--- config.mk ---
export PLATFORM = sky130hd
export DESIGN_NAME = regfile_mp_sb
export DESIGN_NICKNAME = d
export VERILOG_FILES = /design/src/rtl/regfile_pkg.sv /design/src/rtl/regfile_scoreboard.sv /design/src/rtl/regfile_mp_sb.sv
export SDC_FILE = /design/constraint.sdc
export NUM_CORES = 2
export LEC_CHECK = 0
export CAP_MARGIN = 10
export CORE_ASPECT_RATIO = 0.6
export CORE_MARGIN = 1
export CORE_UTILIZATION = 50
export CTS_CLUSTER_DIAMETER = 40
export DETAILED_ROUTE_END_ITERATION = 8
export HOLD_SLACK_MARGIN = 0.08
export PLACE_DENSITY = 0.67
export SETUP_SLACK_MARGIN = 0.1
export SLEW_MARGIN = 20
export SYNTH_ARGS = -nofsm -noshare
export SYNTH_HDL_FRONTEND = slang
export SYNTH_SLANG_ARGS = --single-unit
--- constraint.sdc ---
create_clock -name clk -period 97.9 [get_ports clk]
set_clock_uncertainty 0.2 [all_clocks]
set_input_delay 24.475 -clock clk [delete_from_list [all_inputs] [get_ports clk]]
set_output_delay 24.475 -clock clk [all_outputs]
set_load 0.01 [all_outputs]
--- src/rtl/regfile_pkg.sv ---
// Shared widths, types and constants for the multi-port register file with busy scoreboard.
package regfile_pkg;

   localparam int DEF_DATA_WIDTH    = 32;
   localparam int DEF_ADDRESS_WIDTH = 5;
   localparam int DEF_NUM_REGS      = 2 ** DEF_ADDRESS_WIDTH;

   typedef logic [DEF_ADDRESS_WIDTH-1:0] reg_addr_t;
   typedef logic [DEF_DATA_WIDTH-1:0]    reg_data_t;
   typedef logic [DEF_NUM_REGS-1:0]      busy_vec_t;

   localparam reg_addr_t REG_ZERO = '0;

endpackage

--- src/rtl/regfile_scoreboard.sv ---
// Per-register busy bits with set-over-clear priority and a registered popcount of pending registers.
module regfile_scoreboard
   import regfile_pkg::*;
#(
   parameter int ADDRESS_WIDTH = DEF_ADDRESS_WIDTH,
   parameter int NUM_REGS      = 2 ** ADDRESS_WIDTH
) (
   input  logic                     clk,
   input  logic                     rst,
   input  logic [NUM_REGS-1:0]      clr_vec,
   input  logic                     set_en,
   input  logic [ADDRESS_WIDTH-1:0] set_dest,
   output logic [NUM_REGS-1:0]      busy,
   output logic [ADDRESS_WIDTH:0]   busy_cnt
);

   localparam int CW = ADDRESS_WIDTH + 1;

   logic [NUM_REGS-1:0] set_vec;
   logic [NUM_REGS-1:0] busy_next;
   logic [CW-1:0]       cnt_next;

   // NOTE: every signal written here gets a default first, so no path leaves it unassigned and no latch is inferred.
   always_comb begin
      set_vec = '0;
      if (set_en && (set_dest != '0))
         set_vec[set_dest] = 1'b1;
      // A producer issued this cycle outranks the writeback of the previous one.
      busy_next = (busy & ~clr_vec) | set_vec;
      cnt_next  = '0;
      for (int i = 0; i < NUM_REGS; i++)
         cnt_next = cnt_next + CW'(busy_next[i]);
   end

   // NOTE: sequential state uses non-blocking assignments so all flops update together from pre-edge values.
   always_ff @(posedge clk or posedge rst) begin
      if (rst) begin
         busy     <= '0;
         busy_cnt <= '0;
      end else begin
         busy     <= busy_next;
         busy_cnt <= cnt_next;
      end
   end

endmodule

--- src/rtl/regfile_mp_sb.sv ---
// Multi-port register file with RAW busy scoreboard; x0 reads zero and is never busy.
// Define REGFILE_BYPASS_EN for same-cycle write-to-read forwarding.
module regfile_mp_sb
   import regfile_pkg::*;
#(
   parameter int DATA_WIDTH    = DEF_DATA_WIDTH,
   parameter int ADDRESS_WIDTH = DEF_ADDRESS_WIDTH,
   parameter int NUM_REGS      = 2 ** ADDRESS_WIDTH,
   parameter int NUM_RD_PORTS  = 2,
   parameter int NUM_WR_PORTS  = 2
) (
   input  logic                                       clk,
   input  logic                                       rst,
   input  logic [NUM_WR_PORTS-1:0]                    rg_wrt_en,
   input  logic [NUM_WR_PORTS-1:0][ADDRESS_WIDTH-1:0] rg_wrt_dest,
   input  logic [NUM_WR_PORTS-1:0][DATA_WIDTH-1:0]    rg_wrt_data,
   input  logic [NUM_RD_PORTS-1:0][ADDRESS_WIDTH-1:0] rg_rd_addr,
   output logic [NUM_RD_PORTS-1:0][DATA_WIDTH-1:0]    rg_rd_data,
   output logic [NUM_RD_PORTS-1:0]                    rg_rd_busy,
   input  logic                                       sb_set_en,
   input  logic [ADDRESS_WIDTH-1:0]                   sb_set_dest,
   output logic [ADDRESS_WIDTH:0]                     sb_busy_cnt
);

   logic [DATA_WIDTH-1:0] regs   [NUM_REGS];
   logic [DATA_WIDTH-1:0] wr_val [NUM_REGS];
   logic [NUM_REGS-1:0]   wr_hit;
   logic [NUM_REGS-1:0]   busy;

   // Per-register write select; scanning ports upward lets the highest enabled port win.
   always_comb begin
      wr_hit = '0;
      for (int i = 0; i < NUM_REGS; i++)
         wr_val[i] = '0;
      for (int i = 1; i < NUM_REGS; i++)
         for (int p = 0; p < NUM_WR_PORTS; p++)
            if (rg_wrt_en[p] && (rg_wrt_dest[p] == ADDRESS_WIDTH'(i))) begin
               wr_hit[i] = 1'b1;
               wr_val[i] = rg_wrt_data[p];
            end
   end

   // NOTE: the array is built from flops and must come out of reset as zero, so it is reset explicitly.
   always_ff @(posedge clk or posedge rst) begin
      if (rst) begin
         for (int i = 0; i < NUM_REGS; i++)
            regs[i] <= '0;
      end else begin
         for (int i = 1; i < NUM_REGS; i++)
            if (wr_hit[i])
               regs[i] <= wr_val[i];
      end
   end

   regfile_scoreboard #(
      .ADDRESS_WIDTH (ADDRESS_WIDTH),
      .NUM_REGS      (NUM_REGS)
   ) u_scoreboard (
      .clk      (clk),
      .rst      (rst),
      .clr_vec  (wr_hit),
      .set_en   (sb_set_en),
      .set_dest (sb_set_dest),
      .busy     (busy),
      .busy_cnt (sb_busy_cnt)
   );

   // regs[0] and busy[0] are never written, so address 0 reads as zero and not busy.
   always_comb begin
      for (int r = 0; r < NUM_RD_PORTS; r++) begin
         rg_rd_data[r] = regs[rg_rd_addr[r]];
         rg_rd_busy[r] = busy[rg_rd_addr[r]];
`ifdef REGFILE_BYPASS_EN
         for (int p = 0; p < NUM_WR_PORTS; p++)
            if (rg_wrt_en[p] && (rg_wrt_dest[p] != '0) && (rg_wrt_dest[p] == rg_rd_addr[r])) begin
               rg_rd_data[r] = rg_wrt_data[p];
               rg_rd_busy[r] = sb_set_en && (sb_set_dest == rg_rd_addr[r]);
            end
`endif
      end
   end

endmodule

==> run summary <==
Floorplan
- **row cnt** 102
- **Die Ht** 281 um
- **Die Outline Area** 131000 um^2
- **Die Wd** 467 um
- **area inside the core boundary** 129000 um^2
- **initial cell density of the core** 50.4%
- **I/O Pins** 166

Route
- **routed length on met2** 102000 um
- **final routed wirelength across all metal layers** 265000 um
- **total via count in the routed design** 54900
- **Initial DRC Count** 9412
- **WL met3** 45800 um
- **average detailed-routed wire length per instance** 34.0 um
- **antenna viol nets, final** 0
- **length of routed wiring on met1** 105000 um
- **first-pass iteration count of the detailed router** 8
- **remaining routing DRC violations** 0
- **Via density** 7.06
- **top metal layer carrying routed signals** met5

Global route
- **wire length of the first global-routing pass** 378000 um
- **maximum number of pins on one net before global-route repair** 159
- **initial antenna violation count** 33
- **grt total ovfl** 0
- **via count of the first global-routing pass** 52200
- **total global-route track usage** 40.3%

Setup path
- **crit path kind** in2out
- **critical-path maximum fanout** 58
- **data required time of the worst path** 73.23 ns
- **slack of the worst reg-to-reg path** 92.16 ns
- **Critical Path AT** 29.22 ns
- **endpoint type of the worst setup path** primary output
- **crit start category** input pin

Yosys
- **warnings from Yosys** 32
- **ranking of synthesized cells by instance count** sky130_fd_sc_hd__mux2i_1, sky130_fd_sc_hd__dfrtp_1, sky130_fd_sc_hd__nand2_1
- **fraction of synthesis flops using an asynchronous set or reset pin** 100%
- **fraction of synthesized cell area taken by the top area cell type** 39.7%
- **cell taking the most area after synthesis** sky130_fd_sc_hd__dfrtp_1
- **leading post-synthesis cells by cell area** sky130_fd_sc_hd__dfrtp_1, sky130_fd_sc_hd__mux2i_1, sky130_fd_sc_hd__mux4_2, sky130_fd_sc_hd__a21oi_1, sky130_fd_sc_hd__nand2_1
- **instance count of the mapped netlist** 6240
- **proportion of synthesized chip area in sequential cells** 39.7%
- **commonest register cell after synthesis** sky130_fd_sc_hd__dfrtp_1
- **count of cell types in the netlist** 46
- **synthesized netlist net count** 6366
- **post-synthesis sequential element count** 1030
- **number of synthesized flops with an enable pin** 0
- **Avg Inst Size Synth** 10.4 um^2
- **synthesized area** 65000 um^2
- **most frequent cell after synthesis** sky130_fd_sc_hd__mux2i_1

Timing
- **pin slew with the least headroom to its limit** 1.32 ns
- **number of max-slew violations in the final report** 0
- **number of hold violations in the final report** 0
- **FMAX** 0.0186 GHz
- **Min Clock Period, post-route** 53.90 ns
- **headroom to the max-slew limit** 11.4%
- **sum of negative setup slack** 0 ns
- **number of failing setup endpoints in the final timing report** 0
- **setup repair after global routing missed its margin** false
- **share of the cycle needed by the critical path after routing** 55.1%

Placement
- **cell count after placement** 7526
- **Final GP Congestion** 0.894
- **Port Buf Inserts** 165
- **dpl hpwl** 145000 um

Clock network
- **post-CTS resize count** 0
- **insertion delay of the later-clocked pin in the worst-skew pair** 0.77 ns
- **maximum buffer depth of the clock tree** 3
- **Post CTS Setup Buffer Count** 0
- **Num Clock Sinks** 1030
- **Post-CTS Hold Buffers** 0
- **CTS H-tree depth** 4
- **register clock-pin slew on the reported worst setup and hold paths** 0.06 ns
- **Inserted Clock Buffers** 135
- **TritonCTS clock tree** yes
- **buffer type at the clock tree root** sky130_fd_sc_hd__clkbuf_16

Final layout
- **multi-input logic area** 36400 um^2
- **post-route core utilization** 55.9%
- **area growth from synthesis to layout** 10.9%
- **sequential cell area** 25800 um^2
- **net total in the final layout** 6073
- **Fill cells** 10900
- **Finished Layout Cells** 7788
- **layout cells sized above 1** 15.9%

Run status
- **outcome** finished, final reports clean

Pwr
- **Leakage Power** 0.0320 uW
- **power per cell area** 23.5 nW/um^2
- **worst vdd rail ir drop** 54.8 uV

Flow run
- **max-cap check violation count** 0

Worst hold path
- **path type of the worst min-delay path** reg2reg

==> path summary, 6_finish.rpt <==
| check | startpoint | endpoint | depth (start not counted) |
|---|---|---|---|
| max in group asynchronous | rst | regs[112] | 5 |
| min | u_scoreboard.busy[0] | u_scoreboard.busy[0] | 0 |
| max reg2reg | u_scoreboard.busy[1] | u_scoreboard.busy_cnt[4] | 17 |
| min in group asynchronous | rst | regs[761] | 2 |
| max | rg_rd_addr[0] | rg_rd_data[11] | 8 |
| min reg2reg | u_scoreboard.busy[0] | u_scoreboard.busy[0] | 0 |
==> metal layers <==
metal,up-vias,GRT usage [%]
met5,-,0.628
met4,24,17.3
met3,789,17.4
met2,4832,51.9
met1,27200,57.9
li1,22100,-
==> power breakdown <==
group / total [uW] / switching, uW / internal [uW]
Clock: 547 / 215 / 332
Sequential: 640 / 97.3 / 542
Combinational: 506 / 250 / 257
Total: 1690 / 562 / 1130
==> area by class of cell <==
cell class / instances / area share, %
clock buffers: 167 / 5.23
repair buffers: 302 / 3.63
multi-input cells: 4434 / 50.6
flip-flops and latches: 1030 / 35.8
well taps: 1716 / 2.98
diodes: 15 / 0.0521
inverters: 44 / 0.240
clock inverters: 80 / 1.53
==> per-stage QoR <==
stage          cell area [um^2]  hold WS (ns)  total power [uW]  worst slack, ns
2_1_floorplan             65000         0.274               979            44.24
3_3_place_gp              67300         0.225              1100            44.01
4_1_cts                   72100         0.244              1680            43.99
6_report                  72000         0.256              1690            44.00
5_1_grt                   72000         0.265              1760            43.83
3_5_place_dp              67200         0.230              1130            44.01
==> sequential cells by signal, indices dropped and copies added (netlist names) <==
| name | count |
|---|---|
| regs | 992 |
| u_scoreboard.busy | 32 |
| u_scoreboard.busy_cnt | 6 |
==> cells by family after synthesis <==
logic type | after synthesis | share of synthesized area [%]
AOI/OAI and AO/OA | 1487 | 13.4
xor gates and xnor gates | 2 | 0.0270
adders and majority gates | 32 | 0.894
buffers and inverters | 776 | 4.98
DFF | 1030 | 39.7
muxes | 1623 | 32.9
and+or+nand+nor | 1290 | 8.12
==> layout by cell type (no fill, tap or decap), types with 41 or more instances in the layout <==
cell	count
sky130_fd_sc_hd__mux4_2	404
sky130_fd_sc_hd__mux2i_1	1154
sky130_fd_sc_hd__mux2_2	65
sky130_fd_sc_hd__and2_1	66
sky130_fd_sc_hd__clkbuf_16	141
sky130_fd_sc_hd__a211oi_1	64
sky130_fd_sc_hd__o21ai_0	389
sky130_fd_sc_hd__o21ai_1	173
sky130_fd_sc_hd__a22o_1	194
sky130_fd_sc_hd__inv_1	41
sky130_fd_sc_hd__dfrtp_1	1030
sky130_fd_sc_hd__buf_4	135
sky130_fd_sc_hd__a21oi_1	484
sky130_fd_sc_hd__clkdlybuf4s50_1	126
sky130_fd_sc_hd__nor2_1	517
sky130_fd_sc_hd__o31ai_1	64
sky130_fd_sc_hd__o22ai_1	64
sky130_fd_sc_hd__nand2_1	590
==> critical path, stage by stage <==
cell and delay (ns):
sky130_fd_sc_hd__buf_8 0.53, sky130_fd_sc_hd__buf_4 0.84, sky130_fd_sc_hd__buf_4 0.96, sky130_fd_sc_hd__mux4_2 0.40
sky130_fd_sc_hd__mux2i_1 0.09, sky130_fd_sc_hd__and2_1 0.20, sky130_fd_sc_hd__o31ai_1 0.86, sky130_fd_sc_hd__clkdlybuf4s50_1 0.72
Note: power is estimated with default switching activity, not from simulation.
